File: src/rtl/ly_edge_tagger.sv
// Leading-edge tagger for stretched layer hits: one-clock edge pulses, per-bit
// high-run watchdog with sticky stuck flags, and a registered edge popcount.
module ly_edge_tagger #(
  parameter int unsigned WIDTH       = 224,
  parameter int unsigned RUNW        = 5,
  parameter int unsigned STUCK_LIMIT = 24,
  parameter int unsigned CNTW        = 8
) (
  input  logic             clock_i,
  input  logic             reset_n_i,
  input  logic [WIDTH-1:0] in_i,
  input  logic             clear_stuck_i,
  output logic [WIDTH-1:0] edge_o,
  output logic [WIDTH-1:0] stuck_o,
  output logic [CNTW-1:0]  nedges_o,
  output logic             any_stuck_o
);

  localparam int unsigned CNT_MAX = (1 << CNTW) - 1;

  logic [WIDTH-1:0] prev_q, prev_d;
  logic [WIDTH-1:0] edge_q, edge_d;
  logic [WIDTH-1:0] stuck_q, stuck_d;
  logic [RUNW-1:0]  run_q [WIDTH];
  logic [RUNW-1:0]  run_d [WIDTH];
  logic [CNTW-1:0]  nedges_q, nedges_d;
  logic             any_stuck_q, any_stuck_d;
  int unsigned      cnt;

  always_comb begin
    prev_d = in_i;
    // Masking uses the registered flag; a fresh rise always has run=0, so the
    // clock that sets stuck can never also carry an edge.
    edge_d = in_i & ~prev_q & ~stuck_q;
    for (int unsigned i = 0; i < WIDTH; i++) begin
      run_d[i]   = run_q[i];
      stuck_d[i] = stuck_q[i];
      if (!in_i[i]) begin
        run_d[i] = '0;
      end else if (clear_stuck_i) begin
        run_d[i] = '0;
      end else if (run_q[i] != '1) begin
        run_d[i] = run_q[i] + RUNW'(1);
      end
      if (clear_stuck_i) begin
        stuck_d[i] = 1'b0;
      end else if (in_i[i] && (run_q[i] == RUNW'(STUCK_LIMIT - 1))) begin
        stuck_d[i] = 1'b1;
      end
    end

    cnt = 0;
    for (int unsigned i = 0; i < WIDTH; i++) begin
      cnt = cnt + 32'(edge_q[i]);
    end
    nedges_d    = (cnt > CNT_MAX) ? '1 : CNTW'(cnt);
    any_stuck_d = |stuck_q;
  end

  always_ff @(posedge clock_i or negedge reset_n_i) begin
    if (!reset_n_i) begin
      prev_q      <= '0;
      edge_q      <= '0;
      stuck_q     <= '0;
      nedges_q    <= '0;
      any_stuck_q <= 1'b0;
      for (int unsigned i = 0; i < WIDTH; i++) begin
        run_q[i] <= '0;
      end
    end else begin
      prev_q      <= prev_d;
      edge_q      <= edge_d;
      stuck_q     <= stuck_d;
      nedges_q    <= nedges_d;
      any_stuck_q <= any_stuck_d;
      for (int unsigned i = 0; i < WIDTH; i++) begin
        run_q[i] <= run_d[i];
      end
    end
  end

  assign edge_o      = edge_q;
  assign stuck_o     = stuck_q;
  assign nedges_o    = nedges_q;
  assign any_stuck_o = any_stuck_q;

endmodule

File: config.mk
export PLATFORM = sky130hd
export DESIGN_NAME = ly_edge_tagger
export DESIGN_NICKNAME = d
export VERILOG_FILES = /design/src/rtl/ly_edge_tagger.sv
export SDC_FILE = /design/constraint.sdc
export NUM_CORES = 2
export LEC_CHECK = 0
export ABC_AREA = 1
export ABC_CLOCK_PERIOD_IN_PS = 20200
export BUFFER_PORTS_ARGS = -buffer_cell sky130_fd_sc_hd__buf_4
export CORE_MARGIN = 1.5
export CORE_UTILIZATION = 39
export DETAILED_ROUTE_END_ITERATION = 10
export SLEW_MARGIN = 20
export SYNTH_ARGS = -nofsm -noshare
export SYNTH_HDL_FRONTEND = slang
export SYNTH_SLANG_ARGS = --single-unit
File: constraint.sdc
create_clock -name clock_i -period 20.2 [get_ports clock_i]
set_clock_uncertainty 0.1 [all_clocks]
set_input_delay 4.04 -clock clock_i [delete_from_list [all_inputs] [get_ports clock_i]]
set_output_delay 4.04 -clock clock_i [all_outputs]
set_load 0.01 [all_outputs]
==> impl_metrics.yaml <==
timing:
  worst_slack_ns: 12.05
  grt_setup_unrepaired: "false"
  hold_violations: 0
  setup_viol: 0
  worst_slew_pin_slew_ns: 1.09
  whs_ns: 0.299
  drv_slew: 0
  period_share: 0.403
  clock.fmax_mhz: 123
  relSlewSlack: 0.276
  fin_setup_tns_ns: 0
  min_period_ns: 8.15
clock_tree:
  cts_setup_buffers: 0
  clkLatencyLatePin_ns: 0.84
  cts_root_buf: "clkbuf_16"
  cts_sinks: 1801
  h-tree-depth: 4
  holdBufCountCts: 0
  clkTransAtPathRegs_ns: 0.06
  cts_buffers: 203
  cts_resized: 0
  cts_tree: "done"
  cts_max_path_buffers: 3
worst_setup_path:
  rr_startpoint: "edge_o[137]$_DFF_PN0_"
  crit_start: "edge_o[137]$_DFF_PN0_"
  cp_common_cell: "fa_1"
  endpoint_kind: "flip-flop"
  path_max_fanout: 8
  worst_path_largest_cell_delay_ns: 0.63
  timing.rr.end: "nedges_o[2]$_DFF_PN0_"
  criticalPathCategory: "flip-flop to flip-flop"
  arrival_ns: 8.71
  reg2reg_depth: 26
  cp-start-kind: "flip-flop"
  reg2reg_slack_ns: 12.05
  critical_path.slowest_cell: "fa_1"
  crit_end: "nedges_o[2]$_DFF_PN0_"
  cp.required_ns: 20.77
yosys:
  synth-seq-cells: 1801
  yosys-top-cells-area: "dfrtp_1, ha_1, nand2_1"
  ys_seq_area_frac: 0.520
  synth_nets: 10000
  synthCells: 9124
  yosys_warnings: 0
  synth_top_area_share: 0.520
  synth_cell_types: 31
  syn-cell-area_um2: 86600
  synth_top_area_cell: "dfrtp_1"
  syn_avg_cell_area_um2: 9.49
hold_path:
  holdPathStages: 1
  hp-class: "flip-flop to flip-flop"
drt:
  vias: 65300
  drc: 0
  drtPass1Iterations: 6
  ant_nets: 0
  wl_per_cell_um: 19.4
  drt_iter0_drc: 4334
  routed_wl_um: 255000
  routed_via_density: 4.97
floorplanning:
  rows: 172
  core_um2: 220000
  initial_core_util: 0.393
  dieArea_um2: 225000
  die_h_um: 474
  ios: 684
  die_x_um: 474
run:
  drv_cap: 0
run_status:
  outcome: "finished clean"
finish:
  multi_input_area_um2: 36100
  seqCellArea_um2: 45100
  drive_gt1_frac: 0.138
  syn_to_final_growth_pct: 18.2
  nets: 10900
  fill_cells: 20600
  stdcell_count: 13100
global_route:
  grt_pass1_vias: 64500
  grt_pass1_wl_um: 385000
  gr-usage-all-layers: 0.227
  grt_start_max_net_pins: 168
  gr-total-overflow: 0
  antenna_found_initial: 32
placed_design:
  dp_cells: 12700
  portBuffers: 683
  dpl.hpwl_um: 197000
  preCtsSetupSlack_ns: 12.07
  gp_congestion: 0.895
power:
  p_per_area_nw_per_um2: 157
  peakVddDrop_mv: 1.91
  p_leak_uw: 0.0493
## layout make-up
class | instances | share of cell area
multi-input combinational | 5921 | 0.352
sequential | 1801 | 0.440
timing repair buffer | 714 | 0.0534
clock buffer | 299 | 0.0588
antenna | 11 | 0.000269
clock inverter | 76 | 0.00957
tap | 2958 | 0.0361
inverter | 1351 | 0.0496
## where the power goes
| part | internal [µW] | switching, µW | leakage [µW] | total [µW] |
|---|---|---|---|---|
| Clock | 2290 | 1550 | 0.00345 | 3850 |
| Sequential | 3860 | 89.7 | 0.0241 | 3950 |
| Combinational | 3410 | 4920 | 0.0217 | 8330 |
| Total | 9560 | 6570 | 0.0493 | 16100 |
## cell usage after synthesis
cell / n
dfrtp_1: 1801
nand2_1: 1442
inv_1: 1188
nor2_1: 1012
a21oi_1: 746
nor3_1: 673
ha_1: 484
o21ai_0: 270
xor2_1: 247
nand4_1: 241
fa_1: 210
and3_1: 181
inv_2: 163
nand3_1: 161
nor2_4: 120
nor3_2: 51
o32ai_1: 25
nor4_1: 22
buf_2: 19
o21ai_1: 15
a211oi_2: 12
buf_8: 11
buf_6: 10
clkbuf_1: 10
o41ai_1: 2
or2_2: 2
xnor2_1: 2
buf_12: 1
o21ai_2: 1
o21bai_1: 1
o41ai_2: 1
## metal layers
| layer | routed length [µm] | up-vias | global-route usage |
|---|---|---|---|
| met5 | 258 | - | 0 |
| met2 | 117000 | 1481 | 0.360 |
| met3 | 19600 | 429 | 0.0656 |
| li1 | - | 31400 | - |
| met1 | 105000 | 31900 | 0.283 |
| met4 | 13300 | 42 | 0.108 |
## worst max-delay path, delay by kind of cell, from the launching register on
| family | cells | cell delay, ns |
|---|---|---|
| adders and majority gates | 12 | 6.15 |
| AOI/OAI and AO/OA | 3 | 0.58 |
| buffers and inverters | 8 | 0.52 |
| DFF | 1 | 0.34 |
| and+or+nand+nor | 3 | 0.28 |
## how the worst min path moves through the flow
stage	startpoint	end	slack, ns
detailed placement	prev_q[222]$_DFF_PN0_	edge_o[222]$_DFF_PN0_	0.29
finish	prev_q[44]$_DFF_PN0_	edge_o[44]$_DFF_PN0_	0.30
CTS	prev_q[118]$_DFF_PN0_	edge_o[118]$_DFF_PN0_	0.30
global route	prev_q[216]$_DFF_PN0_	edge_o[216]$_DFF_PN0_	0.31
global placement	prev_q[15]$_DFF_PN0_	edge_o[15]$_DFF_PN0_	0.29
floorplan	prev_q[223]$_DFF_PN0_	edge_o[223]$_DFF_PN0_	0.28
## logic make-up after synthesis
logic type | after synthesis | synth area share
AND/OR/NAND/NOR | 3905 | 0.208
adder cells (fa/ha/maj) | 694 | 0.118
flip-flops | 1801 | 0.520
XOR/XNOR | 249 | 0.0252
AO/OA/AOI/OAI | 1073 | 0.0644
buffers and inverters | 1402 | 0.0635
## through the flow
step           utilization  cell area, µm²  power, µW
2_1_floorplan            -           86600      10700
3_3_place_gp         0.433           95400      12300
3_5_place_dp         0.433           95400      12500
4_1_cts              0.465          102000      16300
5_1_grt              0.465          102000      17600
6_report             0.465          102000      16100
## registers in the layout, indices dropped and copies added (netlist names)
register     cells
any_stuck_o      1
edge_o         224
nedges_o         8
prev_q         224
run_q         1120
stuck_o        224
## placed cells by master (no fill, tap or decap), types with 161 or more instances in the layout
cell type,instances
nand2_1,1442
xor2_1,247
buf_4,705
nand3_1,161
inv_1,1188
nand4_1,241
nor2_1,1012
inv_2,162
clkbuf_16,207
nor3_1,672
and3_1,181
fa_1,210
ha_1,484
a21oi_1,746
o21ai_0,270
dfrtp_1,1801
(Power assumes the default switching activity.)
